$ cat config.mk
export PLATFORM = sky130hd
export DESIGN_NAME = seq_loader
export DESIGN_NICKNAME = d
export VERILOG_FILES = /design/src/rtl/seq_loader.sv
export SDC_FILE = /design/constraint.sdc
export NUM_CORES = 1
export LEC_CHECK = 0
export ABC_AREA = 1
export BUFFER_PORTS_ARGS = -buffer_cell sky130_fd_sc_hd__buf_2
export CAP_MARGIN = 10
export CORE_ASPECT_RATIO = 0.6
export CORE_MARGIN = 2
export CORE_UTILIZATION = 50
export CTS_CLUSTER_SIZE = 8
export DETAILED_ROUTE_END_ITERATION = 8
export GPL_ROUTABILITY_DRIVEN = 0
export GPL_TIMING_DRIVEN = 0
export PLACE_DENSITY = 0.88
export SETUP_SLACK_MARGIN = 0.3
export SKIP_CTS_REPAIR_TIMING = 1
export SLEW_MARGIN = 40
export SYNTH_ARGS = -nofsm -noshare
export SYNTH_HDL_FRONTEND = slang
export SYNTH_SLANG_ARGS = --single-unit
$ cat constraint.sdc
create_clock -name clk -period 1.8 [get_ports clk]
set_input_delay 0.09 -clock clk [delete_from_list [all_inputs] [get_ports clk]]
set_output_delay 0.09 -clock clk [all_outputs]
set_load 0.01 [all_outputs]
$ cat src/rtl/seq_loader.sv
// Purpose: encode an ASCII nucleotide stream (G/C/A/T, either case) into 3-bit symbols and write them to sequence RAM.
// Latency: a symbol accepted on an edge is presented on we/addr_din/din right after that edge; len/done/err update on the same edge.
// Backpressure: in_ready is high only while loading; once done, err or reset is reached, no further characters are taken.
//
// Ports:
//   clk, rst             single rising-edge clock; synchronous active-low reset
//   start                pulse to begin a new load (ignored while loading)
//   in_valid/in_char/in_last/in_ready   character stream with valid-ready handshake
//   we/addr_din/din      sequence-RAM write port (registered)
//   len                  number of symbols written so far
//   done/err             sticky status levels, cleared by start or reset
module seq_loader #(
    parameter int N   = 128,
    parameter int Bit = $clog2(N)
) (
    input  logic           clk,
    input  logic           rst,
    input  logic           start,
    input  logic           in_valid,
    input  logic [7:0]     in_char,
    input  logic           in_last,
    output logic           in_ready,
    output logic           we,
    output logic [Bit-1:0] addr_din,
    output logic [2:0]     din,
    output logic [Bit:0]   len,
    output logic           done,
    output logic           err
);

    typedef enum logic [1:0] {
        IDLE = 2'd0,
        LOAD = 2'd1,
        DONE = 2'd2,
        ERR  = 2'd3
    } state_t;

    localparam logic [Bit:0] LEN_MAX = (Bit+1)'(N);

    state_t         state, state_nxt;
    logic           we_nxt;
    logic [Bit-1:0] addr_nxt;
    logic [2:0]     din_nxt;
    logic [Bit:0]   len_nxt;
    logic           done_nxt;
    logic           err_nxt;

    logic           sym_ok;
    logic [2:0]     sym_code;
    logic           accept;

    always_comb begin
        sym_ok   = 1'b1;
        sym_code = 3'b000;
        case (in_char)
            "G", "g": sym_code = 3'b001;
            "C", "c": sym_code = 3'b110;
            "A", "a": sym_code = 3'b100;
            "T", "t": sym_code = 3'b011;
            default:  sym_ok   = 1'b0;
        endcase
    end

    assign in_ready = (state == LOAD);
    assign accept   = in_valid & in_ready;

    always_comb begin
        state_nxt = state;
        we_nxt    = 1'b0;
        addr_nxt  = addr_din;
        din_nxt   = din;
        len_nxt   = len;
        done_nxt  = done;
        err_nxt   = err;
        case (state)
            IDLE, DONE, ERR: begin
                if (start) begin
                    state_nxt = LOAD;
                    len_nxt   = '0;
                    done_nxt  = 1'b0;
                    err_nxt   = 1'b0;
                end
            end
            LOAD: begin
                if (accept) begin
                    if (sym_ok) begin
                        // len doubles as the write pointer: it always equals the next free address
                        we_nxt   = 1'b1;
                        addr_nxt = len[Bit-1:0];
                        din_nxt  = sym_code;
                        len_nxt  = len + 1'b1;
                        if (in_last) begin
                            state_nxt = DONE;
                            done_nxt  = 1'b1;
                        end else if (len_nxt == LEN_MAX) begin
                            // RAM full but the stream continues: overflow
                            state_nxt = ERR;
                            err_nxt   = 1'b1;
                        end
                    end else begin
                        state_nxt = ERR;
                        err_nxt   = 1'b1;
                    end
                end
            end
            default: state_nxt = IDLE;
        endcase
    end

    always_ff @(posedge clk) begin
        if (!rst) begin
            state    <= IDLE;
            we       <= 1'b0;
            addr_din <= '0;
            din      <= '0;
            len      <= '0;
            done     <= 1'b0;
            err      <= 1'b0;
        end else begin
            state    <= state_nxt;
            we       <= we_nxt;
            addr_din <= addr_nxt;
            din      <= din_nxt;
            len      <= len_nxt;
            done     <= done_nxt;
            err      <= err_nxt;
        end
    end

endmodule

==> results.py, run 1 <==
metrics = {
    "outcome": {
        "outcome": "finished clean",
    },
    "global_routing": {
        "grt_antenna_before_repair": 0,
        "grt_max_degree": 15,
        "grt-ovfl-total": 0,
        "grtUsageTotal_pct": 20.78,
        "grt_pass1_vias": 1016,
        "grt_pass1_wl_mm": 4.505,
    },
    "cts": {
        "cts_num_sinks": 23,
        "cts_tree": "yes",
        "cts-buffers-inserted": 3,
        "clockBufferDepth": 2,
        "htree_levels": 1,
        "root_buffer": "clkbuf_8",
        "clk_pin_slew_ps": 80,
        "insertion_delay_ps": 270,
    },
    "power": {
        "p_comb_share_pct": 11.4,
        "power_switching_share_pct": 26.11,
        "pwr-share-clk_pct": 34.4,
        "finalPower_uw": 953.7,
        "p_per_area_nw_per_um2": 619.2,
        "p_leak_uw": 0.0007223,
        "p_seq_share_pct": 54.2,
        "ir_drop_mv": 0.5978,
        "internal-power_uw": 704.7,
        "p_switching_uw": 249.1,
    },
    "critical_path": {
        "endpoint_kind": "flop",
        "worstSetupPathType": "flop to flop",
        "worstPathRequired_ps": 2010,
        "path_cells": "buf_6 -> nand2_2 -> nor2_4 -> nand3_1 -> nand2_1 -> nor2_2 -> nand3_2 -> nand3_4 -> nand2_2 -> nand2_1 -> a21oi_2",
        "worst-path-buf-inv": 1,
        "cp_slowest_cell": "dfxtp_2",
        "arrival_ps": 1660,
        "cp_max_fo": 7,
        "path_delay_family": "simple AND/OR/NAND/NOR gates",
        "critical-path-max-stage-delay_ps": 350,
        "cp-start-kind": "flop",
    },
    "floorplan": {
        "ioPinCount": 35,
        "std_cell_rows": 13,
        "start_util_pct": 53.96,
        "fp.dieH_um": 41.85,
        "core_um2": 2212,
        "chipWidth_um": 67.08,
        "die-area_um2": 2807,
    },
    "sta": {
        "tightest_slew_ps": 431.3,
        "drv_slew": 0,
        "max_freq_mhz": 689.7,
        "skew_ps": 5.092,
        "tns_ps": 0,
        "rsz0062_at_grt": "yes",
        "setup_viol": 0,
        "hold_violations": 0,
        "max-slew-margin-rel_pct": 71.25,
        "hold_slack_ps": 130.9,
        "worst_slack_ps": 350.0,
        "period_minus_slack_ps": 1450,
        "finalCritPeriodShare_pct": 80.56,
    },
    "detailed_routing": {
        "avgViaCountPerCell": 5.335,
        "drtIter0Drc": 75,
        "remaining_drc_errors": 0,
        "firstDrtPassIters": 4,
        "drt_wl_total_mm": 3.118,
        "wire_per_inst_um": 13.92,
        "num_vias": 1195,
        "antenna_left": 0,
    },
    "finish": {
        "nets": 210,
        "regArea_um2": 470.5,
        "drive_gt1_share_pct": 44.33,
        "antenna_cells": 0,
        "multi_input_area_um2": 664.4,
        "fillCellCount": 187,
        "syn_to_final_growth_pct": 29.04,
    },
    "synth": {
        "async_flop_share_pct": 0,
        "avgSynthCellArea_um2": 7.802,
        "ys.flop_type": "dfxtp_1",
        "syn_area_um2": 1194,
        "synth_nets": 168,
        "synthCells": 153,
        "synth-edff-count": 0,
        "ys_ff_latch": 23,
        "synth.distinct_cells": 31,
        "ys_warn_count": 0,
        "seq_area_frac_synth_pct": 38.57,
    },
    "placement": {
        "place_ws_ps": 261.1,
        "dp_hpwl_mm": 2.247,
        "portBuffers": 32,
    },
    "flow_run": {
        "maxCapViolCount": 0,
    },
    "worst_hold_path": {
        "hold_path.class": "input pin to flop",
    },
}
==> final cells by class <==
type                            instances  share of cell area, %
Clock buffer                            3                  2.681
Timing Repair Buffer                   37                  12.84
Clock inverter                          1                 0.4874
Buffer                                  4                  2.031
Multi-Input combinational cell        103                  43.14
Inverter                               23                  5.849
Sequential cell                        23                  30.54
Tap cell                               30                  2.437
==> state kept, by name, summed over array words and instances, names as in the netlist <==
| register | flops |
|---|---|
| addr_din | 7 |
| din | 3 |
| done | 1 |
| err | 1 |
| len | 8 |
| state | 2 |
| we | 1 |
==> stage by stage <==
stage | area [um2] | utilization, % | cells
2_1_floorplan | 1196 | - | 153
3_3_place_gp | 1394 | 63.01 | 215
3_5_place_dp | 1394 | 63.01 | 215
4_1_cts | 1443 | 65.21 | 219
5_1_grt | 1540 | 69.63 | 224
6_report | 1540 | 69.63 | 224
==> synth_stat cells (2+ instances only) <==
library cell / count / share of area, %
nand2_1: 27 / 8.5
dfxtp_1: 23 / 39
inv_1: 15 / 4.7
a21oi_1: 12 / 5.0
nand3_1: 12 / 5.0
nor2_1: 9 / 2.8
inv_2: 6 / 1.9
o21ai_0: 6 / 2.5
a32o_1: 4 / 3.4
nand2_2: 4 / 2.1
nand3_2: 4 / 3.4
nor2_4: 4 / 3.8
nand4_1: 3 / 1.6
o21ai_1: 3 / 1.3
a21oi_2: 2 / 1.5
a31o_1: 2 / 1.5
ha_1: 2 / 2.1
nor2_2: 2 / 1.0
==> per-layer routing <==
| metal | track usage (%) | part of all wire [%] | vias to the layer above |
|---|---|---|---|
| met5 | 0 | 0 | - |
| met4 | 0.8163 | 0.45 | 0 |
| met3 | 6.504 | 7.9 | 2 |
| met2 | 33.27 | 48 | 46 |
| met1 | 28.88 | 43 | 558 |
| li1 | - | - | 589 |
==> worst reg2reg max path: stages, from the launching register on <==
cell,delay (ps)
dfxtp_2,350
buf_6,130
nand2_2,70
nor2_4,190
nand3_1,100
nand2_1,110
nor2_2,50
nand3_2,70
nand3_4,80
nand2_2,70
nand2_1,60
a21oi_2,100
==> cell families (layout without fill, tap and decap cells) <==
| kind of cell | Yosys count | after routing | share of synthesized area [%] |
|---|---|---|---|
| compound gates | 33 | 33 | 17.93 |
| xor+xnor | 1 | 1 | 0.7339 |
| fa+ha+maj | 2 | 2 | 2.096 |
| buf+inv | 27 | 68 | 9.852 |
| flops | 23 | 23 | 38.57 |
| simple gates | 67 | 67 | 30.82 |
==> final timing paths <==
path,to,startpoint,cells after the start,slack (ps)
setup / recovery,state[1],len[2],11,350
hold / removal,err,start,4,130
setup reg to reg,state[1],len[2],11,350
hold reg to reg,err,err,2,460
==> layout by cell type (no fill, tap or decap), types with 2 or more instances in the layout <==
cell / Yosys / routed
inv_2: 6 / 6
a31o_1: 2 / 2
nor2_4: 4 / 4
a21oi_2: 2 / 3
dfxtp_1: 23 / 19
dfxtp_2: 0 / 2
clkbuf_8: 0 / 3
buf_2: 1 / 33
nand2_2: 4 / 8
buf_4: 1 / 5
o21ai_1: 3 / 3
nor2_2: 2 / 4
nand3_2: 4 / 5
o21ai_0: 6 / 6
nor2_1: 9 / 7
nand4_1: 3 / 3
inv_1: 15 / 15
a21oi_1: 12 / 11
buf_6: 1 / 2
nand3_1: 12 / 10
nand2_1: 27 / 23
dfxtp_4: 0 / 2
a32o_1: 4 / 4
==> power by group through the flow <==
stage / registers, uW / logic (uW) / clock network [uW]
3_5_place_dp: 532 / 103 / 0
3_3_place_gp: 532 / 98.9 / 0
5_1_grt: 518 / 118 / 351
6_report: 517 / 109 / 328
4_1_cts: 520 / 104 / 332
2_1_floorplan: 533 / 67.5 / 0
No activity file was read; power rests on OpenSTA's default activity.
==> inputs of run 2 (changes only) <==
--- a/config.mk
+++ b/config.mk
@@ -5,7 +5,7 @@
 export SDC_FILE = /design/constraint.sdc
 export NUM_CORES = 1
 export LEC_CHECK = 0
-export ABC_AREA = 1
+export ABC_AREA = 0
 export BUFFER_PORTS_ARGS = -buffer_cell sky130_fd_sc_hd__buf_2
 export CAP_MARGIN = 10
 export CORE_ASPECT_RATIO = 0.6
==> constraint.sdc (replaced) <==
create_clock -name clk -period 1.47 [get_ports clk]
set_input_delay 0.0735 -clock clk [delete_from_list [all_inputs] [get_ports clk]]
set_output_delay 0.0735 -clock clk [all_outputs]
set_load 0.01 [all_outputs]
==> run 2 against run 1 <==
  * Utilization rose by 6.0 points
  * Critical endpoint unchanged
  * Critical path type unchanged
  * Synthesized area fell by 0.10%
  * The flow now finishes with violations (setup timing)
  * Via count rose by 8.7%
  * Final cell count fell by 2.7%
  * Clock skew rose by 0.68 ps
  * Design area rose by 8.6%
  * Largest cell class unchanged
  * Worst setup slack got worse by 390 ps
==> results.py, run 2 <==
metrics = {
    "floorplan": {
        "start_util_pct": 53.90,
        "chipWidth_um": 67.05,
        "std_cell_rows": 13,
        "fp.dieH_um": 41.83,
        "ioPinCount": 35,
        "die-area_um2": 2804,
        "core_um2": 2212,
    },
    "finish": {
        "largest_reg_flops": 8,
        "drive_gt1_share_pct": 43.09,
        "regMostFlops": "len",
        "reg.largest.list": "len (8), addr_din (7), din (3)",
        "antenna_cells": 0,
        "finish.instance_area_um2": 1673,
        "nets": 204,
        "mostFrequentLayoutCells": "buf_2 (33), dfxtp_1 (18), nor2_1 (15)",
        "final_common_cell": "buf_2",
        "fin_util_pct": 75.62,
        "syn_to_final_growth_pct": 40.29,
    },
    "cts": {
        "cts-buffers-inserted": 3,
        "root_buffer": "clkbuf_8",
        "clk_pin_slew_ps": 80,
        "clockBufferDepth": 2,
        "insertion_delay_ps": 270,
        "cts_num_sinks": 23,
        "htree_levels": 1,
        "cts_tree": "yes",
    },
    "critical_path": {
        "path_delay_family": "compound AO/OA/AOI/OAI gates",
        "cp-start-kind": "flop",
        "cp_max_fo": 8,
        "path_cells": "clkbuf_4 -> xnor2_1 -> a21oi_1 -> nor3_1 -> o21ai_2 -> a41oi_1",
        "endpoint_kind": "flop",
        "r2r.worst_path.cells": 6,
        "worstSetupPathType": "flop to flop",
        "worst-path-buf-inv": 1,
        "arrival_ps": 1700,
        "crit_cells": 6,
        "critical-path-max-stage-delay_ps": 320,
        "worstPathRequired_ps": 1660,
        "cp_slowest_cell": "dfxtp_1",
    },
    "synth": {
        "synth.area.top_cells": "dfxtp_1 (39%), mux2i_1 (7.6%), nor2_1 (5.0%)",
        "synth.most_common_cell": "dfxtp_1",
        "ys_ff_latch": 23,
        "synth.distinct_cells": 37,
        "synth_nets": 153,
        "ys_warn_count": 0,
        "async_flop_share_pct": 0,
        "synth_area_leader_cell": "dfxtp_1",
        "synthCells": 138,
        "ys.flop_type": "dfxtp_1",
        "syn_area_um2": 1192,
        "synth-edff-count": 0,
        "synth_top_area_share_pct": 38.61,
        "seq_area_frac_synth_pct": 38.61,
        "avgSynthCellArea_um2": 8.641,
        "ys_top_cells_by_count": "dfxtp_1 (23), nor2_1 (16), nand2_1 (12)",
    },
    "detailed_routing": {
        "firstDrtPassIters": 4,
        "antenna_left": 0,
        "num_vias": 1299,
        "remaining_drc_errors": 0,
        "drtIter0Drc": 168,
        "avgViaCountPerCell": 5.959,
        "drt_wl_total_mm": 3.714,
        "wire_per_inst_um": 17.04,
    },
    "placement": {
        "place_ws_ps": -133.3,
        "dp_hpwl_mm": 2.337,
        "placed_area_um2": 1436,
        "portBuffers": 33,
    },
    "global_routing": {
        "grt_max_degree": 13,
        "grt_pass1_vias": 1045,
        "grt-ovfl-total": 0,
        "grtUsageTotal_pct": 23.48,
        "grt_antenna_before_repair": 0,
        "grt_pass1_wl_mm": 4.926,
    },
    "power": {
        "p_per_area_nw_per_um2": 701.6,
        "p_leak_uw": 0.0007154,
        "ir_drop_mv": 0.5875,
    },
    "sta": {
        "skew_ps": 5.777,
        "rsz0062_at_grt": "yes",
        "period_minus_slack_ps": 1511,
        "worst_slack_ps": -40.60,
        "hold_violations": 0,
        "drv_slew": 0,
        "setup_viol": 2,
        "tns_ps": -79.33,
        "finalCritPeriodShare_pct": 102.8,
        "max-slew-margin-rel_pct": 67.45,
        "max_freq_mhz": 662.0,
        "tightest_slew_ps": 488.3,
    },
    "flow_run": {
        "maxCapViolCount": 0,
    },
    "worst_hold_path": {
        "hold_path.class": "input pin to flop",
        "holdPathStages": 2,
    },
    "outcome": {
        "failed_checks": "setup timing",
        "outcome": "finished, violations left",
    },
}
-- run 2: routing by layer --
metal	wire, um	track usage (%)	up-vias
met2	1710	36.63	87
met3	368	5.691	18
met4	114	7.347	0
met5	0	0	-
met1	1520	31.88	602
li1	-	-	592
-- run 2: cell families after synthesis --
family	share of synthesized area, %
buf+inv	5.562
xor+xnor	2.204
flops	38.61
simple gates	22.87
fa+ha+maj	2.098
mux	8.500
compound gates	20.15
-- run 2: worst paths after layout --
kind / slack [ps] / to / start
worst min-delay path: 60 / state[0] / in_last
worst max register to register: -40 / state[1] / len[4]
worst max-delay path: -40 / state[1] / len[4]
worst min register to register: 470 / din[0] / din[0]
-- run 2: through the flow --
step	std cells	power (uW)	hold WS (ps)
after detailed placement	201	744.6	330.4
final	218	1174	62.18
after floorplan	138	703.0	183.9
after global placement	201	738.5	323.1
after global routing	218	1218	71.63
after CTS	205	1127	46.31
-- run 2: cell type report --
cell class	instances	area [um2]
repair buffers	46	277.8
fillers	162	539.3
flip-flops and latches	23	474.2
well taps	30	37.54
clock buffers	4	45.04
inverters	8	35.03
plain buffers	6	45.04
multi-input cells	101	758.2
-- run 2: power by group --
group          switching [uW]  leakage [uW]  total, uW  internal, uW
combinational            83.8      0.000504        151          67.0
clock                     199     0.0000228        393           194
sequential               6.46      0.000189        630           623
total                     290      0.000715       1170           884
==> inputs of run 3 (changes only) <==
--- a/config.mk
+++ b/config.mk
@@ -8,9 +8,11 @@
 export ABC_AREA = 0
 export BUFFER_PORTS_ARGS = -buffer_cell sky130_fd_sc_hd__buf_2
 export CAP_MARGIN = 10
-export CORE_ASPECT_RATIO = 0.6
+export CELL_PAD_IN_SITES_DETAIL_PLACEMENT = 1
+export CELL_PAD_IN_SITES_GLOBAL_PLACEMENT = 1
+export CORE_ASPECT_RATIO = 1.25
 export CORE_MARGIN = 2
-export CORE_UTILIZATION = 50
+export CORE_UTILIZATION = 37
 export CTS_CLUSTER_SIZE = 8
 export DETAILED_ROUTE_END_ITERATION = 8
 export GPL_ROUTABILITY_DRIVEN = 0
==> run 3 against run 2 <==
  * The flow still finishes with violations (setup timing)
  * Clock skew shrank 4.0 ps
  * Non-clock buffer count grew 4
  * First-iteration DRC count shrank 96%
  * Register-to-register slack lost 20 ps
  * Die area grew 32%
  * Utilization shrank 20 points
  * Maximum frequency shrank 1.3%
  * Routed wire length grew 13%
  * Global-route usage shrank 2.8 points
  * Count of clock-buffer cells in the layout is the same
  * Critical endpoint unchanged
  * Largest power group unchanged
==> results.py, run 3 (synthesized netlist as in run 2, its figures left out) <==
metrics = {
    "floorplan": {
        "chipWidth_um": 54.78,
        "std_cell_rows": 23,
        "core_um2": 3137,
        "die-area_um2": 3696,
        "start_util_pct": 38.01,
        "fp.dieH_um": 67.47,
        "ioPinCount": 35,
    },
    "cts": {
        "insertion_delay_ps": 280,
        "cts_num_sinks": 23,
        "clockBufferDepth": 2,
        "cts-buffers-inserted": 3,
        "htree_levels": 1,
        "clk_pin_slew_ps": 90,
        "cts_tree": "yes",
        "root_buffer": "clkbuf_8",
    },
    "flow_run": {
        "maxCapViolCount": 0,
    },
    "finish": {
        "drive_gt1_share_pct": 45.83,
        "regMostFlops": "len",
        "fin_util_pct": 55.44,
        "reg.largest.list": "len (8), addr_din (7), din (3)",
        "regArea_um2": 474.2,
        "mostFrequentLayoutCells": "buf_2 (33), dfxtp_1 (18), nor2_1 (15)",
        "multi_input_area_um2": 777.0,
        "fillCellCount": 388,
        "nets": 208,
        "largest_reg_flops": 8,
        "fin_cells": 229,
        "syn_to_final_growth_pct": 45.86,
        "antenna_cells": 0,
        "final_common_cell": "buf_2",
    },
    "critical_path": {
        "arrival_ps": 1690,
        "endpoint_kind": "flop",
        "cp-start-kind": "flop",
        "worstSetupPathType": "flop to flop",
        "cp_max_fo": 6,
        "worstPathRequired_ps": 1630,
    },
    "global_routing": {
        "grt_pass1_vias": 1210,
        "grtUsageTotal_pct": 20.67,
        "grt_pass1_wl_mm": 5.561,
        "grt_antenna_before_repair": 0,
        "grt-ovfl-total": 0,
        "grt_max_degree": 13,
    },
    "sta": {
        "skew_ps": 1.821,
        "hold_violations": 0,
        "drv_slew": 0,
        "max_freq_mhz": 653.5,
        "period_minus_slack_ps": 1530,
        "setup_viol": 2,
        "worst_slack_ps": -60.15,
        "tightest_slew_ps": 517.8,
        "max-slew-margin-rel_pct": 65.48,
        "finalCritPeriodShare_pct": 104.1,
        "rsz0062_at_grt": "yes",
        "tns_ps": -95.66,
    },
    "detailed_routing": {
        "remaining_drc_errors": 0,
        "drtIter0Drc": 7,
        "firstDrtPassIters": 4,
        "top_layer_used": "met4",
        "met1_length_mm": 1.630,
        "wl_met2_mm": 2.320,
        "wire_per_inst_um": 18.33,
        "antenna_left": 0,
        "avgViaCountPerCell": 5.380,
        "drt_wl_total_mm": 4.197,
        "met3_wirelength_um": 144,
        "num_vias": 1232,
    },
    "outcome": {
        "failed_checks": "setup timing",
        "outcome": "finished, violations left",
    },
    "placement": {
        "dp_hpwl_mm": 2.627,
        "portBuffers": 33,
        "place_ws_ps": -163.1,
        "dp_cells": 208,
    },
    "power": {
        "p_per_area_nw_per_um2": 693.3,
        "p_leak_uw": 0.0007605,
        "ir_drop_mv": 0.5499,
    },
    "worst_hold_path": {
        "hold_path.class": "input pin to flop",
    },
}
## run 3: cell types whose count changed in the layout (fill, tap and decap cells not counted), sizes merged
cell	change
clkbuf	-1
buf	+5
## run 3: final timing paths
kind,startpoint,endpoint,slack [ps],cells past startpoint
setup / recovery,len[0],state[1],-60,6
hold / removal,in_last,state[0],60,2
setup reg to reg,len[0],state[1],-60,6
hold reg to reg,len[2],len[2],510,1
## run 3: per-layer routing
layer / vias to the layer above / global-route usage, %
li1: 592 / -
met1: 599 / 22.55
met2: 33 / 38.10
met3: 8 / 3.540
met4: 0 / 7.813
met5: - / 0
## run 3: cell type report
type | count | share of cell area (%)
Multi-Input combinational cell | 101 | 44.68
Sequential cell | 23 | 27.27
Timing Repair Buffer | 50 | 18.20
Tap cell | 37 | 2.662
Clock buffer | 4 | 2.590
Buffer | 6 | 2.590
Inverter | 8 | 2.014
## run 3: worst max-delay path, cell delays in order, from the launching register on
cell     delay, ps
dfxtp_4        410
ha_4           160
and3_4         200
nand3_4         90
and3b_1        190
o21ai_2        220
a41oi_2        140
## run 3: metrics by stage
step                power [uW]  area [um2]  hold WS [ps]
floorplan                703.0        1234         183.9
global placement         740.1        1445         318.4
detailed placement       747.6        1445         349.0
CTS                       1146        1490         62.67
global route              1237        1739         78.96
finish                    1206        1739         63.09
## run 3: report_power, final
| group | internal (uW) | leakage (uW) | total, uW | switching, uW |
|---|---|---|---|---|
| clock | 195 | 0.0000228 | 427 | 232 |
| sequential | 623 | 0.000189 | 630 | 6.33 |
| combinational | 66.0 | 0.000549 | 149 | 83.3 |
| total | 884 | 0.000760 | 1210 | 322 |
